[config.mk]
export PLATFORM = sky130hd
export DESIGN_NAME = line_engine_q
export DESIGN_NICKNAME = d
export VERILOG_FILES = /design/src/rtl/line_engine_q.sv
export SDC_FILE = /design/constraint.sdc
export NUM_CORES = 1
export LEC_CHECK = 0
export ABC_CLOCK_PERIOD_IN_PS = 15900
export BUFFER_PORTS_ARGS = -buffer_cell sky130_fd_sc_hd__buf_2
export CAP_MARGIN = 15
export CORE_MARGIN = 1
export CORE_UTILIZATION = 65
export CTS_BUF_LIST = sky130_fd_sc_hd__clkbuf_4 sky130_fd_sc_hd__clkbuf_8
export DETAILED_ROUTE_END_ITERATION = 10
export MAX_ROUTING_LAYER = met4
export PLACE_DENSITY = 0.95
export SYNTH_ARGS = -nofsm -noshare
export SYNTH_HDL_FRONTEND = slang
export SYNTH_SLANG_ARGS = --single-unit
[constraint.sdc]
create_clock -name clk -period 15.9 [get_ports clk]
set_clock_uncertainty 0.15 [all_clocks]
set_input_delay 0.795 -clock clk [delete_from_list [all_inputs] [get_ports clk]]
set_output_delay 0.795 -clock clk [all_outputs]
set_load 0.01 [all_outputs]
[src/rtl/line_engine_q.sv]
// Queued Bresenham line engine writing single pixels into a DDR framebuffer over the af/wdf FIFOs.
// Optional clipping to FB_WIDTH x FB_HEIGHT when LINE_ENGINE_Q_CLIP_EN is defined.
module line_engine_q #(
  parameter int          COORD_W   = 10,
  parameter int          ROW_SHIFT = 10,
  parameter logic [30:0] FB_BASE   = 31'h0100_0000,
  parameter int          CMD_DEPTH = 4,
  parameter int          FB_WIDTH  = 800,
  parameter int          FB_HEIGHT = 600
) (
  input  logic               clk,
  input  logic               rst_n,
  input  logic               cmd_valid,
  output logic               cmd_ready,
  input  logic [COORD_W-1:0] cmd_x0,
  input  logic [COORD_W-1:0] cmd_y0,
  input  logic [COORD_W-1:0] cmd_x1,
  input  logic [COORD_W-1:0] cmd_y1,
  input  logic [31:0]        cmd_color,
  output logic               busy,
  output logic [15:0]        lines_done,
  input  logic               af_full,
  input  logic               wdf_full,
  output logic [30:0]        af_addr_din,
  output logic               af_wr_en,
  output logic [127:0]       wdf_din,
  output logic [15:0]        wdf_mask_din,
  output logic               wdf_wr_en
);
  localparam int SW = COORD_W + 2;
  localparam int AW = $clog2(CMD_DEPTH);

  typedef struct packed {
    logic [COORD_W-1:0] x0, y0, x1, y1;
    logic [31:0]        color;
  } cmd_t;

  typedef enum logic [1:0] {IDLE, SETUP, ISSUE0, ISSUE1} state_t;

  cmd_t          q [CMD_DEPTH];
  logic [AW:0]   wr_ptr, rd_ptr;
  logic          empty, full, push;
  state_t        state;
  cmd_t          cur;

  logic                 steep, yneg;
  logic signed [SW-1:0] x, y, xe, dxr, dyr, err;

  // Pointers carry an extra wrap bit so full and empty are distinguishable.
  assign empty     = (wr_ptr == rd_ptr);
  assign full      = (wr_ptr[AW] != rd_ptr[AW]) && (wr_ptr[AW-1:0] == rd_ptr[AW-1:0]);
  assign cmd_ready = !full;
  assign push      = cmd_valid && !full;
  assign busy      = !empty || (state != IDLE);

  always_ff @(posedge clk) begin
    if (push) q[wr_ptr[AW-1:0]] <= {cmd_x0, cmd_y0, cmd_x1, cmd_y1, cmd_color};
  end

  always_ff @(posedge clk or negedge rst_n) begin
    if (!rst_n) wr_ptr <= '0;
    else if (push) wr_ptr <= wr_ptr + (AW+1)'(1);
  end

  // Setup: normalise the popped command into an x-major, left-to-right line.
  logic signed [SW-1:0] ux0, uy0, ux1, uy1, adx, ady;
  logic signed [SW-1:0] sx0, sy0, sx1, sy1, bx0, by0, bx1, by1, dx_c;
  logic                 steep_c;

  always_comb begin
    ux0 = SW'(cur.x0);
    uy0 = SW'(cur.y0);
    ux1 = SW'(cur.x1);
    uy1 = SW'(cur.y1);
    adx = (ux1 >= ux0) ? ux1 - ux0 : ux0 - ux1;
    ady = (uy1 >= uy0) ? uy1 - uy0 : uy0 - uy1;
    steep_c = ady > adx;
    sx0 = steep_c ? uy0 : ux0;
    sy0 = steep_c ? ux0 : uy0;
    sx1 = steep_c ? uy1 : ux1;
    sy1 = steep_c ? ux1 : uy1;
    bx0 = sx0; by0 = sy0; bx1 = sx1; by1 = sy1;
    if (sx0 > sx1) begin
      bx0 = sx1; by0 = sy1; bx1 = sx0; by1 = sy0;
    end
    dx_c = bx1 - bx0;
  end

  // Pixel address and lane selection for the current point.
  logic signed [SW-1:0] px, py, err_n;
  logic [30:0]          pa;
  logic [2:0]           w;
  logic [15:0]          lane_m;
  logic                 clip, adv0, adv1, issuing;

  always_comb begin
    px     = steep ? y : x;
    py     = steep ? x : y;
    pa     = FB_BASE + (31'($unsigned(py)) << ROW_SHIFT) + 31'($unsigned(px));
    w      = pa[2:0];
    lane_m = ~(16'hF << {w[1:0], 2'b00});
    err_n  = err - dyr;
`ifdef LINE_ENGINE_Q_CLIP_EN
    clip = (int'($unsigned(px)) >= FB_WIDTH) || (int'($unsigned(py)) >= FB_HEIGHT);
`else
    clip = 1'b0;
`endif
  end

  // Clipped pixels step through both issue states in one cycle each, ignoring FIFO status.
  assign adv0    = (state == ISSUE0) && (clip || (!af_full && !wdf_full));
  assign adv1    = (state == ISSUE1) && (clip || !wdf_full);
  assign issuing = (state == ISSUE0) || (state == ISSUE1);

  assign af_wr_en     = adv0 && !clip;
  assign wdf_wr_en    = (adv0 || adv1) && !clip;
  assign af_addr_din  = issuing ? {pa[30:3], 3'b000} : '0;
  assign wdf_din      = issuing ? {4{cur.color}} : '0;
  assign wdf_mask_din = (state == ISSUE0) ? (w[2] ? 16'hFFFF : lane_m) :
                        (state == ISSUE1) ? (w[2] ? lane_m : 16'hFFFF) : 16'h0000;

  always_ff @(posedge clk or negedge rst_n) begin
    if (!rst_n) begin
      state      <= IDLE;
      rd_ptr     <= '0;
      cur        <= '0;
      steep      <= 1'b0;
      yneg       <= 1'b0;
      x          <= '0;
      y          <= '0;
      xe         <= '0;
      dxr        <= '0;
      dyr        <= '0;
      err        <= '0;
      lines_done <= '0;
    end else begin
      case (state)
        IDLE: if (!empty) begin
          cur    <= q[rd_ptr[AW-1:0]];
          rd_ptr <= rd_ptr + (AW+1)'(1);
          state  <= SETUP;
        end
        SETUP: begin
          steep <= steep_c;
          x     <= bx0;
          y     <= by0;
          xe    <= bx1;
          dxr   <= dx_c;
          dyr   <= (by1 >= by0) ? by1 - by0 : by0 - by1;
          yneg  <= !(by1 > by0);
          err   <= dx_c >>> 1;
          state <= ISSUE0;
        end
        ISSUE0: if (adv0) state <= ISSUE1;
        ISSUE1: if (adv1) begin
          if (x == xe) begin
            lines_done <= lines_done + 16'd1;
            state      <= IDLE;
          end else begin
            x <= x + SW'(1);
            if (err_n < 0) begin
              y   <= yneg ? y - SW'(1) : y + SW'(1);
              err <= err_n + dxr;
            end else begin
              err <= err_n;
            end
            state <= ISSUE0;
          end
        end
        default: state <= IDLE;
      endcase
    end
  end
endmodule

==> results, run 1 <==
- Summing the areas of all and, or, nand and nor instances in the mapped netlist gives 9.900% of the synthesized area.
- The fraction of layout cells with a size suffix above 1 is 24.15%.
- At the end of routability-driven placement, the weighted congestion stood at 1.028.
- Dividing the detail-routed via count by the number of cells gives 6.404.
- The flow ran to the end, and the final reports show no timing, DRC or antenna violations.
- The kind of start point of the critical path is a flop.
- The largest net degree at the start of global routing is 88.
- The post-cts resize count is 0.
- The remaining antenna violation count is 0.
- The die covers 0.03929 mm^2.
- Across every metal layer, demand over resource in global routing totals 37.98%.
- The final critical path time including I/O delays and setup is 12.85 ns.
- The number of remaining DRC errors is 0.
- The maximum fanout along the worst path is 49.
- The first global-routing pass estimated 107200 um of wire.
- The die is 198.2 um wide.
- The final layout contains routed wiring with a total length of 72740 um.
- TritonCTS built the clock tree.
- The nature of the critical path endpoint is a flop.
- After synthesis, the share of flip-flops with an asynchronous set or reset is 36.70%.
- In this run the tool buffered the top-level ports with 261 buffer cells.
- The tree is rooted in a sky130_fd_sc_hd__clkbuf_8.
- The endpoint of the worst-slack reg-to-reg timing path is dyr[8]$_DFFE_PN0P_.
- Buffers inserted during clock tree synthesis total 75.
- The arrival time of data at the critical path endpoint is 13.25 ns.
- The synthesized flop and latch total is 455.
- The setup TNS is 0 ns.
- In the synthesized netlist the dominant register cell turns out to be sky130_fd_sc_hd__edfxtp_1.
- Of the total synthesized cell area, the portion taken by XOR and XNOR cells is 3.290%.
- The hold violation total from the final report is 0.
- The number of nets in the finished design is 2526.
- Buffers inserted to repair hold after CTS numbered 1.
- The share of synthesized area occupied by flip-flops and latches is 51.26%.
- After synthesis, the largest family of logic cells by area is multiplexers.
- The number of top-level pins is 272.
- The transition time of the tightest slew-check pin is 0.9906 ns.
- The level count of the clock H-tree is 3.
- The average wire length per cell after detail routing is 25.05 um.
- The synthesis-to-finish area growth is 10.37%.
- By instance count, the cell type seen most on the critical path is sky130_fd_sc_hd__o21ai_0.
- The number of slew-limit violations in the final report is 0.
- The post-synthesis mux area share is 11.20%.
- The number of placement rows is 71.
- The worst setup path endpoint is dyr[8]$_DFFE_PN0P_.
- The clock transition at the register clock pins on the worst setup and hold paths after CTS is 0.06 ns.
- The area of the core region is 0.03776 mm^2.
- Registers take 0.01283 mm^2.
- The worst flop-to-flop path startpoint is cur[33]$_DFFE_PN0P_.
- The multi-input logic area is 0.01054 mm^2.
- In this run, synthesis inferred 288 flip-flops with an integrated enable.
- The top cell type's share of synthesized area is 34.56%.
- The start-to-end type of the worst setup path is flop to flop.
- The top cell type by total area after synthesis is sky130_fd_sc_hd__edfxtp_1.
- The number of buffers between clock root and the deepest sink is 3.
- In this run the cell area of the synthesized design comes to 0.02502 mm^2.
- The cell count of the worst reg-to-reg path is 47.
- The worst setup path startpoint is cur[33]$_DFFE_PN0P_.
- The share of the clock period used by the worst path after layout is 80.84%.
- The number of setup buffers added after CTS is 0.
- The total of max-cap violations is 0.
- The first TritonRoute pass finished after 8 iterations.
- CTS saw 455 sinks.
- The via count of the first global-routing pass is 18380.
- The average size of a mapped cell is 11.58 um^2.
- The endpoint required time on the critical path is 16.30 ns.
- The number of endpoints failing setup at the final stage is 0.
- Setup repair after global routing left no endpoint under its margin.
- The total number of vias is 18600.
- Yosys printed 0 warnings.
- Measured against its own limit, the worst slew margin works out to 33.96%.
- The compound-gate portion of the synthesized area is 10.49%.
- The initial core utilization is 66.28%.
- Ranked by total cell area, the synthesized netlist is headed by sky130_fd_sc_hd__edfxtp_1 (35%), sky130_fd_sc_hd__dfrtp_1 (17%), sky130_fd_sc_hd__mux4_2 (6.5%), sky130_fd_sc_hd__ha_1 (6.1%), sky130_fd_sc_hd__buf_4 (3.6%).
- The placed wire-length estimate is 46870 um.
- The height of the chip is 198.2 um.
- The filler cells instantiated in the layout total 2328.
- The instance count of the mapped netlist is 2160.
- On the critical path, the stage with the largest delay is an instance of sky130_fd_sc_hd__nand2_1.
- The clock latency on the worst-skew pair is 0.66 ns.
- The synthesized netlist devotes 7.010% of its cell area to adder and majority cells.
- The maximum operating frequency is 0.07780 GHz.
- The initial antenna violation count is 9.
- The register-to-register path setup slack is 3.05 ns.
- After the first detailed-routing iteration, the DRC count stood at 1982.
- After global routing the overflow that remains totals 0.
- The delay of the slowest cell on the worst path is 0.79 ns.
- The path class of the tightest hold or removal check is primary input to flop.
- The number of distinct standard cells referenced by the synthesized netlist is 84.
==> logic make-up after synthesis <==
kind of cell / Yosys count
xor gates and xnor gates: 94
DFF: 455
AOI/OAI and AO/OA: 426
adders and majority gates: 135
buffers and inverters: 328
and+or+nand+nor: 539
other: 1
muxes: 182
==> worst max-delay path, delay by kind of cell, from the launching register on <==
family                     cells  cell delay (ns)
and+or+nand+nor                6             1.80
xor gates and xnor gates       1             0.12
DFF                            1             0.45
AOI/OAI and AO/OA             27             6.16
muxes                          3             1.00
adders and majority gates      4             1.45
buffers and inverters          6             1.56
==> layer usage <==
| metal | GRT usage [%] | vias to the layer above | wire (um) |
|---|---|---|---|
| met4 | 22.45 | 0 | 5004 |
| met2 | 60.29 | 1258 | 35440 |
| met1 | 44.33 | 8964 | 25400 |
| met3 | 8.772 | 355 | 6895 |
| met5 | - | - | 0 |
| li1 | - | 8020 | - |
==> cells in the mapped netlist (23+ instances only) <==
cell type	number
sky130_fd_sc_hd__inv_1	108
sky130_fd_sc_hd__nor2_1	142
sky130_fd_sc_hd__edfxtp_1	288
sky130_fd_sc_hd__buf_4	119
sky130_fd_sc_hd__mux2i_1	54
sky130_fd_sc_hd__xor2_1	36
sky130_fd_sc_hd__o21ai_1	29
sky130_fd_sc_hd__o21ai_0	130
sky130_fd_sc_hd__clkbuf_1	59
sky130_fd_sc_hd__xnor2_1	58
sky130_fd_sc_hd__nand3_1	23
sky130_fd_sc_hd__mux2_2	53
sky130_fd_sc_hd__dfrtp_1	167
sky130_fd_sc_hd__nor2b_1	27
sky130_fd_sc_hd__nand2_1	209
sky130_fd_sc_hd__and2_1	45
sky130_fd_sc_hd__ha_1	121
sky130_fd_sc_hd__a21oi_1	115
sky130_fd_sc_hd__nor3_1	24
sky130_fd_sc_hd__and3_1	23
sky130_fd_sc_hd__mux4_2	72
==> stage by stage <==
| stage | cells | util (%) | setup WS, ns | hold WS (ns) | instance area, um^2 |
|---|---|---|---|---|---|
| after floorplan | 2169 | - | 5.029 | 0.2985 | 25060 |
| after global placement | 2750 | 68.68 | 3.651 | 0.3067 | 25930 |
| after detailed placement | 2750 | 68.68 | 3.281 | 0.3093 | 25930 |
| after CTS | 2891 | 73.04 | 3.166 | 0.1779 | 27580 |
| after global routing | 2902 | 73.14 | 2.115 | 0.1897 | 27610 |
| final | 2904 | 73.15 | 3.047 | 0.2052 | 27620 |
==> worst min-delay path by stage <==
stage,depth (start not counted),from,slack (ns),to
after floorplan,2,dyr[8]$_DFFE_PN0P_,0.30,dyr[8]$_DFFE_PN0P_
after global placement,1,lines_done[15]$_DFFE_PN0P_,0.31,lines_done[15]$_DFFE_PN0P_
after detailed placement,1,lines_done[15]$_DFFE_PN0P_,0.31,lines_done[15]$_DFFE_PN0P_
after CTS,1,cmd_y1[8],0.18,q[2][40]$_DFFE_PP_
after global routing,1,cmd_y1[8],0.19,q[3][40]$_DFFE_PP_
final,1,cmd_y0[7],0.21,q[0][59]$_DFFE_PP_
==> final cells by class <==
class	count	share of cell area [%]
Tap cell	511	2.315
Multi-Input combinational cell	1386	38.17
Antenna cell	12	0.1087
Clock buffer	115	5.187
Timing Repair Buffer	287	5.482
Inverter	113	1.536
Sequential cell	455	46.47
Clock inverter	25	0.7339
==> registers in the layout, summed over array words and instances, names as in the netlist, 10 cells and up <==
| register | count |
|---|---|
| xe | 10 |
| q | 288 |
| err | 12 |
| lines_done | 16 |
| x | 12 |
| dyr | 11 |
| dxr | 12 |
| cur | 72 |
| y | 12 |
==> cells in the final DEF, fill, tap and decap left out, types with 12 or more instances in the layout <==
cell,count
sky130_fd_sc_hd__and3_1,19
sky130_fd_sc_hd__and2_1,45
sky130_fd_sc_hd__mux4_2,72
sky130_fd_sc_hd__nor3_1,23
sky130_fd_sc_hd__ha_1,121
sky130_fd_sc_hd__a21o_1,19
sky130_fd_sc_hd__nand4_1,12
sky130_fd_sc_hd__nand3_1,23
sky130_fd_sc_hd__o21ai_0,130
sky130_fd_sc_hd__o21a_1,12
sky130_fd_sc_hd__xor2_1,36
sky130_fd_sc_hd__mux2_2,53
sky130_fd_sc_hd__nand2_1,208
sky130_fd_sc_hd__a211oi_1,17
sky130_fd_sc_hd__o21ai_1,29
sky130_fd_sc_hd__a21oi_1,115
sky130_fd_sc_hd__edfxtp_1,288
sky130_fd_sc_hd__diode_2,12
sky130_fd_sc_hd__o211ai_1,19
sky130_fd_sc_hd__nor2_1,142
sky130_fd_sc_hd__inv_1,108
sky130_fd_sc_hd__clkbuf_4,24
sky130_fd_sc_hd__clkbuf_8,91
sky130_fd_sc_hd__mux2i_1,54
sky130_fd_sc_hd__buf_4,24
sky130_fd_sc_hd__nor2b_1,27
sky130_fd_sc_hd__xnor2_1,58
sky130_fd_sc_hd__buf_2,260
sky130_fd_sc_hd__dfrtp_1,164
Power of run 1 is left out: the tool's default activity adds up to more than one toggle a clock period on the data nets, which glitch-free logic cannot reach.
==> inputs of run 2 (changes only) <==
==> config.mk (replaced) <==
export PLATFORM = sky130hd
export DESIGN_NAME = line_engine_q
export DESIGN_NICKNAME = d
export VERILOG_FILES = /design/src/rtl/line_engine_q.sv
export SDC_FILE = /design/constraint.sdc
export NUM_CORES = 1
export LEC_CHECK = 0
export ABC_CLOCK_PERIOD_IN_PS = 12100
export BUFFER_PORTS_ARGS = -buffer_cell sky130_fd_sc_hd__buf_2
export CAP_MARGIN = 15
export CORE_MARGIN = 1
export CORE_UTILIZATION = 61
export CTS_BUF_LIST = sky130_fd_sc_hd__clkbuf_4 sky130_fd_sc_hd__clkbuf_8
export DETAILED_ROUTE_END_ITERATION = 10
export MAX_ROUTING_LAYER = met4
export PLACE_DENSITY = 0.9
export SYNTH_ARGS = -nofsm -noshare
export SYNTH_HDL_FRONTEND = slang
export SYNTH_SLANG_ARGS = --single-unit
==> constraint.sdc (replaced) <==
create_clock -name clk -period 12.1 [get_ports clk]
set_clock_uncertainty 0.15 [all_clocks]
set_input_delay 0.605 -clock clk [delete_from_list [all_inputs] [get_ports clk]]
set_output_delay 0.605 -clock clk [all_outputs]
set_load 0.01 [all_outputs]
==> run 2 against run 1 <==
  * First-iteration DRC count fell by 12%
  * Setup slack worse by 2.2 ns
  * Core utilization down 3.3 points
  * Critical path type unchanged
  * Global-route usage shrank 3.1 points
  * Non-clock buffer count is 39 higher
==> results, run 2 (same netlist as run 1, synthesis figures left out) <==
- The post-route core utilization is 69.82%.
- The floorplan step set the die width to 204.5 um.
- The routed layout has 18410 vias.
- The hold violation total from the final report came to 0.
- On the final layout, the worst hold slack is 0.01829 ns.
- The iteration-0 DRC count of the detailed router is 1745.
- After floorplanning, the core was sized to cover 0.04010 mm^2.
- The sum of overflow across all layers after global routing is 0.
- The number of vias per cell after detailed routing is 6.250.
- Setup repair after global routing left no endpoint under its margin.
- Once the floorplan was initialized, standard cells occupied 62.41% of the core.
- The detail route stage leaves a number of antenna-violating nets equal to 0.
- The routability congestion estimate from global placement is 0.9746.
- The first detailed-routing pass ran for 5 iterations.
- The setup TNS is 0 ns.
- The kind of start point of the critical path is a flop.
- Derived from the worst setup path, the maximum achievable clock frequency is 0.08873 GHz.
- The overall fraction of global-route tracks in use is 34.86%.
- The total buffers and inverters traversed by the critical path is 6.
- The flow ran to the end, and the final reports show no timing, DRC or antenna violations.
- TritonCTS built the clock tree.
- The later pin in the worst-skew pair is clocked with a latency of 0.67 ns.
- The level count of the clock H-tree is 3.
- Entering global routing, the biggest net connects 85 pins.
- The worst hold path belongs to the class primary input to flop.
- 272 I/O pins were placed.
- The fraction of layout cells with a size suffix above 1 is 24.89%.
- The worst setup path is captured at a flop.
- For the worst setup path, the data arrival time is 11.67 ns.
- The filler cell count is 2667.
- The first global-routing pass estimated 106000 um of wire.
- The synthesis-to-finish area growth is 11.89%.
- The maximum fanout along the worst path is 31.
- In the layout the commonest cells are sky130_fd_sc_hd__edfxtp_1 (288), sky130_fd_sc_hd__buf_2 (260), sky130_fd_sc_hd__nand2_1 (207).
- The gate family responsible for the most delay along the worst path is compound AO/OA/AOI/OAI gates.
- In this run the tool buffered the top-level ports with 261 buffer cells.
- Detailed placement finished with a half-perimeter wire length of 46400 um.
- The number of endpoints failing setup at the final stage is 0.
- Before CTS, the worst setup slack after placement is 0.4500 ns.
- The routed wire length is 70550 um.
- The endpoint required time on the critical path is 12.50 ns.
- Leaving out fill and tap cells, the most frequent cell in the layout is sky130_fd_sc_hd__edfxtp_1.
- The number of flip-flops under the largest register name is 288.
- The area of the die is 0.04183 mm^2.
- The number of buffers between clock root and the deepest sink is 3.
- The most numerous cell type found on the critical path is sky130_fd_sc_hd__o21ai_0.
- The initial antenna violation count was 0.
- The number of slew-limit violations in the final report was 0.
- The number of remaining DRC errors is 0.
- The delay of the slowest cell on the worst path is 0.46 ns.
- The via count of the first global-routing pass was 18140.
- The worst setup margin is 0.8297 ns.
- The floorplan has 73 rows.
- The final layout contains 2566 nets.
- The critical path in this run is classified as flop to flop.
- Counting the buffers created by CTS gives 75.
- Clock-pin slew was measured on the worst setup and hold paths at 0.07 ns.
- Subtracting the final worst setup slack from the clock period gives 11.27 ns.
- Max-cap violations in this run came to 0.
- The slowest stage cell on the critical path is sky130_fd_sc_hd__ha_1.
- The root buffer cell chosen for the clock tree is sky130_fd_sc_hd__clkbuf_8.
- The remaining max-slew budget at the tightest pin is 26.95%.
- In the finished design, the share of the clock period the worst path needs comes to 93.14%.
- From bottom edge to top edge, the die measures 204.5 um.
- The average wire length per cell after detail routing is 23.95 um.
- CTS saw 455 sinks.
- The transition time of the tightest slew-check pin is 1.096 ns.
==> run 2: cell types whose count changed in the layout (fill, tap and decap cells not counted), sizes merged <==
cell         change
dlygate4sd3     +21
clkinvlp         +1
clkbuf           -2
o21a             +1
diode           -10
clkinv           -1
buf             +18
==> run 2: through the flow <==
step	cells	area, um^2
4_1_cts	2941	27920
3_3_place_gp	2781	26100
5_1_grt	2944	27990
2_1_floorplan	2169	25060
6_report	2946	28000
3_5_place_dp	2781	26100
==> run 2: per-layer routing <==
layer / part of all wire, % / track usage, % / vias up
met5: 0 / - / -
met4: 4.6 / 15.54 / 0
met3: 7.2 / 4.502 / 219
met2: 51 / 57.83 / 1037
met1: 37 / 42.91 / 9069
li1: - / - / 8088
==> run 2: path summary, 6_finish.rpt <==
| check | startpoint | endpoint | slack [ns] | cells past startpoint |
|---|---|---|---|---|
| setup / recovery | cur[33]$_DFFE_PN0P_ | dyr[8]$_DFFE_PN0P_ | 0.83 | 47 |
| hold / removal | cmd_x0[2] | q[0][64]$_DFFE_PP_ | 0.02 | 1 |
| setup reg to reg | cur[33]$_DFFE_PN0P_ | dyr[8]$_DFFE_PN0P_ | 0.83 | 47 |
| hold reg to reg | dxr[7]$_DFFE_PN0P_ | dxr[7]$_DFFE_PN0P_ | 0.33 | 2 |
| max in group asynchronous | rst_n | state[1]$_DFFE_PN0P_ | 10.14 | 3 |
| min in group asynchronous | rst_n | dxr[4]$_DFFE_PN0P_ | 0.26 | 2 |
==> run 2: layout make-up <==
| cell class | instances | area [um^2] | area share, % |
|---|---|---|---|
| flip-flops and latches | 455 | 12830 | 45.84 |
| multi-input cells | 1387 | 10610 | 37.90 |
| repair buffers | 326 | 1872 | 6.686 |
| clock buffers | 113 | 1393 | 4.974 |
| well taps | 525 | 656.9 | 2.346 |
| inverters | 113 | 424.2 | 1.515 |
| clock inverters | 25 | 202.7 | 0.7240 |
| diodes | 2 | 5.005 | 0.01788 |
==> run 2: timing repair <==
action	CTS	global route
buffers inserted	0	2
hold buffers	22	0
resized for setup	0	15
hold endpoints to repair	108	0
setup endpoints to repair	0	7
Power of run 2 is left out for the same reason.
